<file path="src/rtl/lc3b_types.sv">
`default_nettype none
// ============================================================================
// Module   : lc3b_types (package)
// Purpose  : Shared LC-3b types. Holds the branch resolution entry and state.
// Revision : 1.0  initial release
// ============================================================================
package lc3b_types;

    typedef logic [15:0] lc3b_word;

    typedef struct packed {
        logic       taken;
        lc3b_word   target;
        logic [7:0] pc;
        logic [7:0] hist;
    } br_pred_entry_t;

    typedef enum logic [0:0] {
        BR_RUN   = 1'b0,
        BR_FLUSH = 1'b1
    } br_res_state_t;

endpackage
`default_nettype wire

</file>
<file path="src/rtl/br_pred_fifo.sv">
`default_nettype none
// ============================================================================
// Module   : br_pred_fifo
// Purpose  : In-order store of in-flight predictions; clear beats push.
// Revision : 1.0  initial release
// ============================================================================
module br_pred_fifo
    import lc3b_types::*;
#(
    parameter int DEPTH = 4
) (
    input  logic           clk,
    input  logic           reset,
    input  logic           push,
    input  logic           pop,
    input  logic           clear,
    input  br_pred_entry_t din,
    output br_pred_entry_t dout,
    output logic           full,
    output logic           empty
);

    localparam int c_PTR_W = $clog2(DEPTH);
    localparam int c_CNT_W = c_PTR_W + 1;

    br_pred_entry_t      r_mem [DEPTH];
    logic [c_PTR_W-1:0]  r_wptr;
    logic [c_PTR_W-1:0]  r_rptr;
    logic [c_CNT_W-1:0]  r_count;
    logic                w_push;
    logic                w_pop;

    // A pop frees a slot, so a push into a full FIFO is accepted alongside it.
    assign w_pop  = pop & ~empty & ~clear;
    assign w_push = push & ~clear & (~full | w_pop);

    assign full  = (r_count == c_CNT_W'(DEPTH));
    assign empty = (r_count == '0);
    assign dout  = r_mem[r_rptr];

    always_ff @(posedge clk) begin
        if (w_push) begin
            r_mem[r_wptr] <= din;
        end
    end

    always_ff @(posedge clk) begin
        if (reset || clear) begin
            r_wptr  <= '0;
            r_rptr  <= '0;
            r_count <= '0;
        end else begin
            if (w_push) begin
                r_wptr <= r_wptr + c_PTR_W'(1);
            end
            if (w_pop) begin
                r_rptr <= r_rptr + c_PTR_W'(1);
            end
            case ({w_push, w_pop})
                2'b10:   r_count <= r_count + c_CNT_W'(1);
                2'b01:   r_count <= r_count - c_CNT_W'(1);
                default: r_count <= r_count;
            endcase
        end
    end

endmodule
`default_nettype wire

</file>
<file path="src/rtl/branch_resolve_unit.sv">
`default_nettype none
// ============================================================================
// Module   : branch_resolve_unit
// Purpose  : Retires predictions at EX/MEM: flush/redirect, predictor training,
//            committed global history. Optional stats via BR_RESOLVE_STATS_EN.
// Revision : 1.0  initial release
// ============================================================================
module branch_resolve_unit
    import lc3b_types::*;
#(
    parameter int DEPTH        = 4,
    parameter int FLUSH_CYCLES = 2
) (
    input  logic        clk,
    input  logic        reset,
    input  logic        stall,
    input  logic        pred_valid,
    input  logic        pred_taken,
    input  logic [15:0] pred_target,
    input  logic [7:0]  pred_pc,
    input  logic        res_valid,
    input  logic        res_taken,
    input  logic [15:0] res_target,
    input  logic [15:0] res_fallthrough,
    output logic        full,
    output logic        empty,
    output logic        flush,
    output logic [15:0] redirect_pc,
    output logic        upd_valid,
    output logic [7:0]  upd_index,
    output logic [7:0]  upd_pc,
    output logic        upd_taken,
    output logic [15:0] upd_target,
    output logic [7:0]  history,
    output logic        orphan,
    output logic [15:0] resolved_count,
    output logic [15:0] mispredict_count
);

    localparam logic [2:0] c_FLUSH_LOAD = 3'(FLUSH_CYCLES);

    br_res_state_t  r_state;
    br_res_state_t  w_state_next;
    logic [2:0]     r_flush_cnt;
    logic           w_flush;

    br_pred_entry_t w_head;
    br_pred_entry_t w_entry;
    br_pred_entry_t w_push_entry;
    logic           w_fifo_full;
    logic           w_fifo_empty;
    logic           w_run;
    logic           w_pop_req;
    logic           w_fifo_pop;
    logic           w_fifo_push;
    logic           w_mispredict;

    logic [7:0]     r_history;
    logic           r_orphan;
    logic [15:0]    r_redirect_pc;
    logic           r_upd_valid;
    logic [7:0]     r_upd_index;
    logic [7:0]     r_upd_pc;
    logic           r_upd_taken;
    logic [15:0]    r_upd_target;

    assign w_run     = (r_state == BR_RUN);
    assign w_pop_req = res_valid & ~stall & w_run;

    // A resolution with nothing in flight is judged against a not-taken guess.
    always_comb begin
        w_entry = w_head;
        if (w_fifo_empty) begin
            w_entry.taken  = 1'b0;
            w_entry.target = 16'h0000;
            w_entry.pc     = 8'h00;
            w_entry.hist   = r_history;
        end
    end

    assign w_mispredict = w_pop_req &
                          ((w_entry.taken != res_taken) |
                           (res_taken & (w_entry.target != res_target)));

    assign w_fifo_pop  = w_pop_req & ~w_fifo_empty;
    assign w_fifo_push = pred_valid & ~stall & w_run & ~w_mispredict &
                         (~w_fifo_full | w_fifo_pop);

    assign w_push_entry = '{taken: pred_taken, target: pred_target,
                            pc: pred_pc, hist: r_history};

    br_pred_fifo #(
        .DEPTH (DEPTH)
    ) u_fifo (
        .clk   (clk),
        .reset (reset),
        .push  (w_fifo_push),
        .pop   (w_fifo_pop),
        .clear (w_mispredict),
        .din   (w_push_entry),
        .dout  (w_head),
        .full  (w_fifo_full),
        .empty (w_fifo_empty)
    );

    always_ff @(posedge clk) begin
        if (reset) begin
            r_state     <= BR_RUN;
            r_flush_cnt <= '0;
        end else begin
            r_state <= w_state_next;
            if (w_mispredict) begin
                r_flush_cnt <= c_FLUSH_LOAD;
            end else if (r_state == BR_FLUSH) begin
                r_flush_cnt <= r_flush_cnt - 3'd1;
            end
        end
    end

    // The flush countdown ignores stall so the squash window is fixed length.
    always_comb begin
        w_state_next = r_state;
        case (r_state)
            BR_RUN:   if (w_mispredict) w_state_next = BR_FLUSH;
            BR_FLUSH: if (r_flush_cnt == 3'd1) w_state_next = BR_RUN;
            default:  w_state_next = BR_RUN;
        endcase
    end

    always_comb begin
        w_flush = 1'b0;
        case (r_state)
            BR_FLUSH: w_flush = 1'b1;
            default:  w_flush = 1'b0;
        endcase
    end

    always_ff @(posedge clk) begin
        if (reset) begin
            r_history     <= '0;
            r_orphan      <= 1'b0;
            r_redirect_pc <= '0;
            r_upd_valid   <= 1'b0;
            r_upd_index   <= '0;
            r_upd_pc      <= '0;
            r_upd_taken   <= 1'b0;
            r_upd_target  <= '0;
        end else begin
            r_upd_valid <= w_pop_req;
            if (w_pop_req) begin
                r_upd_index  <= w_entry.pc ^ w_entry.hist;
                r_upd_pc     <= w_entry.pc;
                r_upd_taken  <= res_taken;
                r_upd_target <= res_taken ? res_target : w_entry.target;
                r_history    <= {r_history[6:0], res_taken};
            end
            if (w_pop_req && w_fifo_empty) begin
                r_orphan <= 1'b1;
            end
            if (w_mispredict) begin
                r_redirect_pc <= res_taken ? res_target : res_fallthrough;
            end
        end
    end

`ifdef BR_RESOLVE_STATS_EN
    logic [15:0] r_resolved_count;
    logic [15:0] r_mispredict_count;

    always_ff @(posedge clk) begin
        if (reset) begin
            r_resolved_count   <= '0;
            r_mispredict_count <= '0;
        end else begin
            if (w_pop_req && (r_resolved_count != 16'hFFFF)) begin
                r_resolved_count <= r_resolved_count + 16'd1;
            end
            if (w_mispredict && (r_mispredict_count != 16'hFFFF)) begin
                r_mispredict_count <= r_mispredict_count + 16'd1;
            end
        end
    end

    assign resolved_count   = r_resolved_count;
    assign mispredict_count = r_mispredict_count;
`else
    assign resolved_count   = 16'h0000;
    assign mispredict_count = 16'h0000;
`endif

    assign full        = w_fifo_full;
    assign empty       = w_fifo_empty;
    assign flush       = w_flush;
    assign redirect_pc = r_redirect_pc;
    assign upd_valid   = r_upd_valid;
    assign upd_index   = r_upd_index;
    assign upd_pc      = r_upd_pc;
    assign upd_taken   = r_upd_taken;
    assign upd_target  = r_upd_target;
    assign history     = r_history;
    assign orphan      = r_orphan;

endmodule
`default_nettype wire
</file>
<file path="config.mk">
export PLATFORM = sky130hd
export DESIGN_NAME = branch_resolve_unit
export DESIGN_NICKNAME = d
export VERILOG_FILES = /design/src/rtl/lc3b_types.sv /design/src/rtl/br_pred_fifo.sv /design/src/rtl/branch_resolve_unit.sv
export SDC_FILE = /design/constraint.sdc
export NUM_CORES = 1
export LEC_CHECK = 0
export BUFFER_PORTS_ARGS = -buffer_cell sky130_fd_sc_hd__buf_4
export CAP_MARGIN = 20
export CORE_MARGIN = 5
export CORE_UTILIZATION = 45
export CTS_BUF_LIST = sky130_fd_sc_hd__clkbuf_8 sky130_fd_sc_hd__clkbuf_16
export CTS_CLUSTER_DIAMETER = 40
export DETAILED_ROUTE_END_ITERATION = 6
export GPL_ROUTABILITY_DRIVEN = 0
export GPL_TIMING_DRIVEN = 1
export HOLD_SLACK_MARGIN = 0.12
export PLACE_DENSITY = 0.72
export SETUP_SLACK_MARGIN = 0.02
export SLEW_MARGIN = 20
export SYNTH_ARGS = -nofsm -noshare
export SYNTH_HDL_FRONTEND = slang
export SYNTH_HIERARCHICAL = 1
export SYNTH_SLANG_ARGS = --single-unit
</file>
<file path="constraint.sdc">
create_clock -name clk -period 5.33 [get_ports clk]
set_clock_uncertainty 0.15 [all_clocks]
set_input_delay 0 -clock clk [delete_from_list [all_inputs] [get_ports clk]]
set_output_delay 0 -clock clk [all_outputs]
set_load 0.02 [all_outputs]
</file>
==> flow_summary_export.csv, run 1 <==
group,metric,value,unit
run_status,status,"finished, final reports clean",
layout,drive_gt1_frac,0.239,
worst_setup_path,slowest_delay,710,ps
logic_synthesis,synth_cell_types,52,
worst_setup_path,cpLargestDelayFamily,"buffers and inverters",
die,die_height,149,um
layout,final_common_cell,"dlygate4sd3_1",
drt,drt_iter0_markers,495,
clock_network,clock-root-buffer,"clkbuf_16",
logic_synthesis,syn-cell-area,0.00865,mm2
min_path,min_from,"upd_index[1]$_SDFFE_PP0P_",
timing,slew_headroom,0.290,
worst_setup_path,reg2reg_to,"redirect_pc[9]$_SDFFE_PP0P_",
drt,drc,0,
timing,hold_violations,0,
timing,timing.final.crit_period,4640,ps
layout,area_delta_synth_final,39.0,%
worst_setup_path,regToRegSetupSlack,690,ps
drt,vias,6529,
pwr,power_density,322,mW/mm2
timing,tns,0,ps
global_routing,gr-total-overflow,0,
die,core_area,0.0188,mm2
global_routing,grt_pass1_wl,35300,um
global_routing,first_global_vias,6325,
clock_network,cts_tree,"yes",
min_path,hold_path_class,"flip-flop to flip-flop",
layout,final_cell_mix,"142 x dlygate4sd3_1, 133 x buf_4, 132 x edfxtp_1, 77 x nor2_1, 70 x dfxtp_1",
global_routing,grt_usage,0.202,
clock_network,clk_latency,520,ps
drt,ant_nets,0,
place,io_buffer_count,124,
logic_synthesis,synth_area_leaders,"edfxtp_1 46%, dfxtp_1 16%, mux4_2 8.6%",
worst_setup_path,path_max_fanout,17,
worst_setup_path,r2r_cells,9,
layout,fin_cells,1219,
logic_synthesis,syn-instance-count,676,
pwr,ir_drop,0.205,mV
timing,setup_violations,0,
flow_run,max_cap_violations,0,
timing,fin_crit_sh,0.870,
clock_network,cts.sinks,203,
clock_network,ctsResizeCount,0,
logic_synthesis,ys_seq_elements,203,
worst_setup_path,path_buf_inv,4,
place,dpl.hpwl,14100,um
logic_synthesis,yosys_warnings,6,
drt,wire_per_inst,18.5,um
layout,nNetsFinal,1010,
worst_setup_path,arrival,4950,ps
logic_synthesis,netlist.area_leader.share,0.458,
global_routing,grt_max_degree,66,
worst_setup_path,crit_path_frequent_cell,"dlygate4sd3_1",
pwr,leakagePower,4.54,nW
worst_setup_path,cp_slowest_cell,"dfxtp_2",
worst_setup_path,worstSetupStartpointType,"flip-flop",
drt,via_per_inst,5.36,
die,start_util,0.459,
clock_network,clk_pin_slew,60,ps
drt,wl,22500,um
logic_synthesis,ys_seq_area_frac,0.623,
die,die-width,149,um
worst_setup_path,crit_type,"flip-flop to flip-flop",
logic_synthesis,ys_async_sr_fraction,0,
logic_synthesis,synthFlopType,"edfxtp_1",
clock_network,postCtsSetupRepairBufs,0,
place,placed_cells,1030,
die,ioPinCount,157,
clock_network,htreeDepth,1,
logic_synthesis,avgSynthCellArea,12.8,um2
worst_setup_path,setup.worst_path.end_class,"flip-flop",
layout,antenna_cells,0,
drt,dr.pass1.iters,5,
die,dieArea,0.0221,mm2
worst_setup_path,worst_ep_required_time,5640,ps
clock_network,ctsLongestPathBuffers,3,
min_path,min_to,"upd_index[1]$_SDFFE_PP0P_",
timing,worst_slew_pin_slew,1060,ps
timing,rsz0062_at_grt,"no",
logic_synthesis,yosys.area.top_type,"edfxtp_1",
logic_synthesis,synth-edff-count,132,
worst_setup_path,cp_cell_sequence,"buf_4 > mux4_2 > or3b_1 > o22ai_1 > dlygate4sd3_1 > nor2_1 > dlygate4sd3_1 > a22o_1 > dlygate4sd3_1",
global_routing,antenna_found_initial,0,
timing,fmax,0.216,GHz
clock_network,cts_made_buffers,26,
die,num_rows,50,
timing,slew_viol_final,0,
min_path,holdPathStages,2,
-- power breakdown --
| group | switching (mW) | internal (mW) |
|---|---|---|
| clock network | 0.699 | 0.992 |
| logic | 0.226 | 0.209 |
| registers | 0.0256 | 1.72 |
-- layout make-up --
type / count / area [um2]
clock buffer: 27 / 676
clock inverter: 20 / 180
fill: 1330 / 6810
inverter: 18 / 67.6
multi-input combinational: 412 / 2890
sequential: 203 / 5390
tap: 260 / 325
timing repair buffer: 279 / 2500
-- worst min-delay path, cell delays in order, from the launching register on --
cell     delay, ps
dfxtp_1        310
nand2_1         50
a21oi_1         50
-- cell usage after synthesis (2+ instances only) --
master    number
edfxtp_1     132
nor2_1        77
dfxtp_1       71
nand2_1       56
buf_4         33
mux4_2        33
a21oi_1       29
clkbuf_1      24
o21ai_0       21
o22ai_1       19
nor3_1        18
a22o_1        17
xnor2_1       17
inv_1         15
o21ai_1       12
nand3_1       11
a211oi_1       9
a221oi_1       9
buf_2          8
buf_1          7
ha_1           6
nand2b_1       5
a31oi_1        4
and4bb_1       4
and2_1         3
inv_2          3
xor2_1         3
and2_2         2
and3_1         2
buf_6          2
nor3_2         2
o32ai_1        2
-- through the flow --
step / hold slack (ps) / total power [mW] / setup slack (ps) / area [um2] / utilization
after floorplan: -51.1 / 1.99 / 844 / 8760 / -
after detailed placement: 58.0 / 2.11 / 869 / 9750 / 0.518
after CTS: 306 / 3.89 / 742 / 12000 / 0.639
after global routing: 325 / 4.01 / 432 / 12000 / 0.639
final: 301 / 3.87 / 690 / 12000 / 0.639
after global placement: 52.8 / 2.10 / 1000 / 9750 / 0.518
-- how the worst max path moves through the flow --
stage,to,slack [ps],cells after the start
after floorplan,u_fifo/r_mem[0][0]$_DFFE_PP_,840,13
after global placement,u_fifo/r_mem[0][11]$_DFFE_PP_,1000,11
after detailed placement,u_fifo/r_mem[1][12]$_DFFE_PP_,870,11
after CTS,redirect_pc[3]$_SDFFE_PP0P_,740,9
after global routing,redirect_pc[9]$_SDFFE_PP0P_,430,9
final,redirect_pc[9]$_SDFFE_PP0P_,690,9
-- registers in the layout, indices dropped and copies added, names as in the netlist, named ones only --
| name | flops |
|---|---|
| u_fifo/r_mem | 132 |
| redirect_pc | 16 |
| upd_target | 16 |
| history | 8 |
| upd_index | 8 |
| upd_pc | 8 |
| r_flush_cnt | 3 |
| u_fifo/r_count | 3 |
| u_fifo/r_rptr | 2 |
| u_fifo/r_wptr | 2 |
| orphan | 1 |
| r_state | 1 |
| upd_valid | 1 |
-- logic make-up after synthesis --
kind of cell | Yosys count | synth area share
multiplexers | 34 | 0.0871
buffers and inverters | 92 | 0.0571
AO/OA/AOI/OAI | 131 | 0.101
flip-flops | 203 | 0.623
AND/OR/NAND/NOR | 188 | 0.100
XOR/XNOR | 20 | 0.0203
other | 1 | 0.000434
adder cells (fa/ha/maj) | 7 | 0.0110
-- routing by layer --
| metal | track usage | share of wire | up-vias |
|---|---|---|---|
| li1 | - | - | 2979 |
| met1 | 0.285 | 0.42 | 3182 |
| met2 | 0.319 | 0.47 | 310 |
| met3 | 0.0341 | 0.080 | 58 |
| met4 | 0.0656 | 0.029 | 0 |
| met5 | 0 | 0 | - |
-- what timing repair did --
action / CTS / global route
endpoints found under the setup margin: 0 / 0
hold endpoints to repair: 171 / 0
hold buffers: 142 / 0
Note: power is estimated with default switching activity, not from simulation.
==> run 2: changes to the inputs <==
==> constraint.sdc (replaced) <==
create_clock -name clk -period 4.4 [get_ports clk]
set_clock_uncertainty 0.15 [all_clocks]
set_input_delay 0.44 -clock clk [delete_from_list [all_inputs] [get_ports clk]]
set_output_delay 0.44 -clock clk [all_outputs]
set_load 0.02 [all_outputs]
==> run 2 against run 1 <==
Compared with the run above:
- hold slack worse by 160 ps
- critical endpoint is now u_fifo/r_mem[1][8]$_DFFE_PP_
- highest routed layer unchanged
- register-to-register slack worse by 290 ps
- global-route usage fell by 1.7 points
- critical path type unchanged
==> flow_summary_export.csv, run 2 (synthesis gave the netlist of run 1 again) <==
group,metric,value,unit
worst_setup_path,worst_ep_required_time,4470,ps
layout,nNetsFinal,903,
worst_setup_path,path_buf_inv,3,
worst_setup_path,arrival,4060,ps
timing,tns,0,ps
die,die-width,149,um
global_routing,grt_max_degree,66,
die,dieArea,0.0221,mm2
drt,drc,0,
global_routing,antenna_found_initial,1,
worst_setup_path,path_depth,12,
timing,fin_crit_sh,0.908,
global_routing,gr-total-overflow,0,
layout,largest_reg_flops,132,
timing,worst_slew_pin_slew,718,ps
pwr,leakagePower,4.01,nW
timing,fmax,0.250,GHz
pwr,power_density,421,mW/mm2
clock_network,ctsResizeCount,0,
clock_network,clk_pin_slew,60,ps
drt,wire_per_inst,18.6,um
timing,timing.final.crit_period,4000,ps
drt,wl,20700,um
layout,area_delta_synth_final,26.8,%
place,io_buffer_count,124,
worst_setup_path,path_max_fanout,25,
die,die_height,149,um
global_routing,grt_usage,0.184,
clock_network,clk_latency,520,ps
die,core_area,0.0188,mm2
worst_setup_path,regToRegSetupSlack,400,ps
worst_setup_path,r2r_cells,12,
timing,slew_headroom,0.519,
clock_network,postCtsSetupRepairBufs,0,
clock_network,cts.sinks,203,
run_status,status,"finished, final reports clean",
global_routing,first_global_vias,5889,
min_path,hold_path_class,"input pin to flip-flop",
clock_network,clock-root-buffer,"clkbuf_16",
min_path,min_from,"res_target[1]",
place,dpl.hpwl,14300,um
pwr,finalPower,4.62,mW
clock_network,ctsHoldBuffers,30,
worst_setup_path,crit_type,"flip-flop to flip-flop",
die,start_util,0.459,
worst_setup_path,reg2reg_to,"u_fifo/r_mem[1][8]$_DFFE_PP_",
timing,setup_violations,0,
layout,final_common_cell,"buf_4",
worst_setup_path,worstSetupStartpointType,"flip-flop",
clock_network,htreeDepth,1,
drt,vias,5989,
worst_setup_path,setup.worst_path.end_class,"flip-flop",
layout,nFillCells,1452,
clock_network,ctsLongestPathBuffers,3,
timing,slew_viol_final,0,
global_routing,grt_pass1_wl,32500,um
timing,rsz0062_at_grt,"no",
min_path,holdPathStages,3,
pwr,ir_drop,0.281,mV
drt,dr.pass1.iters,5,
layout,drive_gt1_frac,0.280,
worst_setup_path,slowest_delay,570,ps
worst_setup_path,cpLargestDelayFamily,"compound AO/OA/AOI/OAI gates",
clock_network,cts_made_buffers,27,
layout,final_cell_mix,"137 x buf_4, 132 x edfxtp_1, 76 x nor2_1, 70 x dfxtp_1, 56 x nand2_1",
worst_setup_path,cp_slowest_cell,"mux4_2",
clock_network,cts_tree,"yes",
die,ioPinCount,157,
drt,drt_iter0_markers,450,
drt,ant_nets,0,
die,num_rows,50,
drt,via_per_inst,5.37,
layout,regMostFlops,"u_fifo/r_mem",
worst_setup_path,cp_cell_sequence,"buf_4 > mux4_2 > xnor2_1 > a31oi_1 > o21ai_1 > nand4_2 > o311ai_4 > inv_2 > nor2_1 > o211a_4 > and2_2 > buf_12",
flow_run,max_cap_violations,0,
min_path,min_to,"upd_target[1]$_SDFFE_PP0P_",
timing,hold_violations,0,
==> run 2: stage by stage <==
stage	std cells	hold slack (ps)	setup slack, ps	util	instance area, um2
after floorplan	707	335	258	-	8770
after global placement	1034	292	470	0.519	9780
final	1115	136	404	0.582	11000
after detailed placement	1034	298	407	0.519	9780
after CTS	1114	123	387	0.582	11000
after global routing	1115	167	113	0.582	11000
==> run 2: how the worst max path moves through the flow <==
stage | startpoint | endpoint | slack (ps)
global placement | flip-flop | u_fifo/r_mem[1][2]$_DFFE_PP_ | 470
floorplan | flip-flop | u_fifo/r_mem[0][0]$_DFFE_PP_ | 260
global route | flip-flop | u_fifo/r_count[2]$_SDFFE_PP0P_ | 110
CTS | flip-flop | u_fifo/r_mem[1][4]$_DFFE_PP_ | 390
finish | flip-flop | u_fifo/r_mem[1][8]$_DFFE_PP_ | 400
detailed placement | flip-flop | u_fifo/r_mem[3][13]$_DFFE_PP_ | 410
==> run 2: final cells by class <==
class	instances	area [um2]	share of cell area
inverter	18	67.6	0.00616
tap	260	325	0.0297
clock buffer	28	689	0.0629
antenna	1	2.50	0.000228
timing repair buffer	171	1410	0.129
clock inverter	22	186	0.0170
sequential	203	5390	0.491
multi-input combinational	412	2900	0.264
==> run 2: per-layer routing <==
metal | global-route usage | part of all wire | vias to the layer above
met2 | 0.294 | 0.47 | 249
met5 | 0 | 0 | -
met1 | 0.261 | 0.44 | 2943
met4 | 0.0554 | 0.017 | 0
li1 | - | - | 2763
met3 | 0.0308 | 0.077 | 34
==> run 2: power breakdown <==
part / leakage (nW) / total [mW] / internal (mW) / switching (mW)
logic: 1.79 / 0.435 / 0.181 / 0.254
registers: 1.79 / 2.11 / 2.08 / 0.0294
clock network: 0.433 / 2.07 / 1.22 / 0.848
total: 4.01 / 4.62 / 3.49 / 1.13
==> run 2: tightest hold or removal path: cells and delay by family <==
kind | cells | cell delay [ps]
AND/OR/NAND/NOR | 1 | 130
buffers and inverters | 1 | 110
AO/OA/AOI/OAI | 1 | 70
==> run 3: changes to the inputs <==
--- a/config.mk
+++ b/config.mk
@@ -5,6 +5,7 @@
 export SDC_FILE = /design/constraint.sdc
 export NUM_CORES = 1
 export LEC_CHECK = 0
+export ABC_AREA = 1
 export BUFFER_PORTS_ARGS = -buffer_cell sky130_fd_sc_hd__buf_4
 export CAP_MARGIN = 20
 export CORE_MARGIN = 5
@@ -15,7 +16,7 @@
 export GPL_ROUTABILITY_DRIVEN = 0
 export GPL_TIMING_DRIVEN = 1
 export HOLD_SLACK_MARGIN = 0.12
-export PLACE_DENSITY = 0.72
+export PLACE_DENSITY = 0.71
 export SETUP_SLACK_MARGIN = 0.02
 export SLEW_MARGIN = 20
 export SYNTH_ARGS = -nofsm -noshare
==> run 3 against run 2 <==
Compared with the run above:
- largest cell class unchanged
- first-iteration DRC count is 33% higher
- sequential power grew 2%
- critical path depth rose by 4
- setup slack gained 31 ps
- global-route usage is 0.66 points higher
- synthesized area up 2.6%
- highest routed layer unchanged
- hold slack got worse by 0.78 ps
- final cell count grew 17%
==> flow_summary_export.csv, run 3 <==
group,metric,value,unit
drt,met2_length,10000,um
worst_setup_path,slowest_delay,690,ps
timing,slew_headroom,0.366,
layout,final_cell_mix,"140 x buf_4, 132 x edfxtp_1, 108 x nor2_1, 107 x o21ai_0, 97 x nand2_1",
timing,worst_slew_pin_slew,946,ps
die,start_util,0.456,
worst_setup_path,crit_type,"flip-flop to flip-flop",
layout,final_common_cell,"buf_4",
layout,area_delta_synth_final,26.4,%
timing,slew_viol_final,0,
die,ioPinCount,157,
timing,fin_crit_sh,0.901,
worst_setup_path,cp_slowest_cell,"dfxtp_1",
clock_network,cts_made_buffers,26,
die,core_area,0.0195,mm2
timing,setup_violations,0,
timing,timing.final.crit_period,3960,ps
flow_run,max_cap_violations,0,
drt,routed.top_layer,"met4",
clock_network,postCtsSetupRepairBufs,0,
logic_synthesis,avgSynthCellArea,10.3,um2
drt,dr.pass1.iters,5,
layout,drive_gt1_frac,0.228,
pwr,p_switching,1.24,mW
logic_synthesis,ys_seq_elements,203,
worst_setup_path,path_buf_inv,4,
drt,drt_iter0_markers,597,
layout,antenna_cells,0,
pwr,combPwrFrac,0.111,
global_routing,grt_max_degree,56,
global_routing,grt_pass1_wl,34300,um
die,num_rows,51,
clock_network,clock-root-buffer,"clkbuf_16",
worst_setup_path,path_max_fanout,33,
clock_network,clk_pin_slew,60,ps
worst_setup_path,cp_cell_sequence,"buf_4 > o21ai_0 > o22ai_1 > nand2_1 > nand2_1 > nand4_1 > nor2_2 > nand3_4 > nand2_1 > inv_1 > nor2_1 > inv_1 > nor2_2 > o21ai_4 > nor2_2 > buf_4",
min_path,hold_path_class,"input pin to flip-flop",
logic_synthesis,synth-edff-count,132,
worst_setup_path,setup.worst_path.end_class,"flip-flop",
worst_setup_path,arrival,3970,ps
pwr,p_clk_frac,0.454,
layout,regMostFlops,"u_fifo/r_mem",
pwr,seqPwrFrac,0.436,
logic_synthesis,synthFlopType,"edfxtp_1",
logic_synthesis,yosys_warnings,6,
logic_synthesis,ys_async_sr_fraction,0,
clock_network,cts_tree,"yes",
logic_synthesis,synth.most_common_cell,"edfxtp_1",
clock_network,ctsLongestPathBuffers,3,
drt,wire_per_inst,16.8,um
drt,drc,0,
clock_network,htreeDepth,1,
worst_setup_path,worstSetupStartpointType,"flip-flop",
layout,largest_reg_flops,132,
logic_synthesis,ys_seq_area_frac,0.607,
timing,rsz0062_at_grt,"no",
pwr,finalPower,4.93,mW
place,io_buffer_count,124,
timing,fmax,0.252,GHz
layout,nNetsFinal,1091,
pwr,power_density,439,mW/mm2
timing,hold_violations,0,
logic_synthesis,yosys.area.top_type,"edfxtp_1",
logic_synthesis,syn-instance-count,865,
place,dpl.hpwl,14900,um
global_routing,gr-total-overflow,0,
pwr,leakagePower,4.36,nW
run_status,status,"finished, final reports clean",
global_routing,grt_usage,0.191,
die,die_height,150,um
pwr,ir_drop,0.363,mV
clock_network,cts.sinks,203,
pwr,internal_power,3.68,mW
drt,vias,6776,
global_routing,antenna_found_initial,0,
clock_network,ctsResizeCount,0,
die,die-width,150,um
global_routing,first_global_vias,6321,
drt,ant_nets,0,
logic_synthesis,netlist.area_leader.share,0.447,
logic_synthesis,syn-cell-area,0.00888,mm2
drt,drt-met1-wl,9530,um
drt,via_per_inst,5.19,
worst_setup_path,worst_ep_required_time,4410,ps
timing,tns,0,ps
logic_synthesis,synth_common_cells,"132 x edfxtp_1, 113 x nor2_1, 107 x o21ai_0, 97 x nand2_1, 71 x dfxtp_1",
worst_setup_path,cpLargestDelayFamily,"simple AND/OR/NAND/NOR gates",
drt,dr_wl_met3,1880,um
drt,wl,22000,um
pwr,switching_share,0.253,
logic_synthesis,synth_area_leaders,"edfxtp_1 45%, dfxtp_1 16%, o21ai_0 6.0%",
die,dieArea,0.0226,mm2
layout,nFillCells,1614,
logic_synthesis,synth_cell_types,39,
clock_network,clk_latency,520,ps
-- run 3: cell types whose count changed after synthesis, moves of 14 or more --
cell / delta
nor3_1: -17
nor2_1: +36
a21oi_1: +31
nand2_1: +41
mux4_2: -33
a21boi_0: +16
o22ai_1: +14
nand3_1: +17
nand3_2: +17
xnor2_1: -16
o21ai_0: +86
inv_1: +21
a22o_1: -17
-- run 3: layer usage --
layer | vias to the layer above | track usage
met1 | 3178 | 0.271
met3 | 39 | 0.0364
met2 | 281 | 0.297
met5 | - | 0
met4 | 0 | 0.0622
li1 | 3278 | -
-- run 3: kinds of logic (layout without fill, tap and decap cells) --
family,after synthesis,after routing,share of synthesized area
buf+inv,123,268,0.0757
xor+xnor,6,6,0.00761
fa+ha+maj,7,7,0.0107
simple gates,288,288,0.153
compound gates,237,237,0.146
other cells,1,32,0.000422
flops,203,203,0.607
-- run 3: layout make-up --
cell class	count	area, um2	share of cell area
clock buffer	30	717	0.0639
timing repair buffer	180	1460	0.130
sequential	203	5390	0.480
clock inverter	18	220	0.0196
multi-input combinational	570	2950	0.263
tap	265	332	0.0295
inverter	40	155	0.0138
-- run 3: worst paths after layout --
check | start | end | slack (ps) | cells past startpoint
min reg2reg | upd_target[15]$_SDFFE_PP0P_ | upd_target[15]$_SDFFE_PP0P_ | 320 | 2
max | flip-flop | u_fifo/r_mem[1][32]$_DFFE_PP_ | 440 | 16
min | res_fallthrough[11] | redirect_pc[11]$_SDFFE_PP0P_ | 140 | 5
max reg2reg | flip-flop | u_fifo/r_mem[1][32]$_DFFE_PP_ | 440 | 16
-- run 3: metrics by stage --
| step | hold WS [ps] | cells | worst slack [ps] | area (um2) | util |
|---|---|---|---|---|---|
| 2_1_floorplan | 334 | 896 | 163 | 8990 | - |
| 3_5_place_dp | 310 | 1219 | 513 | 9890 | 0.508 |
| 5_1_grt | 135 | 1306 | 159 | 11200 | 0.577 |
| 3_3_place_gp | 298 | 1219 | 587 | 9890 | 0.508 |
| 6_report | 135 | 1306 | 435 | 11200 | 0.577 |
| 4_1_cts | 121 | 1306 | 491 | 11200 | 0.577 |
-- run 3: power groups by stage --
stage / logic [mW] / registers (mW) / clock network (mW)
floorplan: 0.317 / 2.22 / 0
global placement: 0.509 / 2.19 / 0
detailed placement: 0.517 / 2.19 / 0
CTS: 0.547 / 2.15 / 2.27
global route: 0.601 / 2.15 / 2.37
finish: 0.545 / 2.15 / 2.24
-- run 3: repair_timing --
| item | in CTS | in global routing |
|---|---|---|
| hold buffers | 39 | 0 |
| endpoints found under the setup margin | 0 | 0 |
| endpoints found under the hold margin | 119 | 0 |
-- run 3: tightest hold or removal path, delay by kind of cell --
family	cells	cell delay, ps
compound gates	1	80
buf+inv	1	80
simple gates	3	170
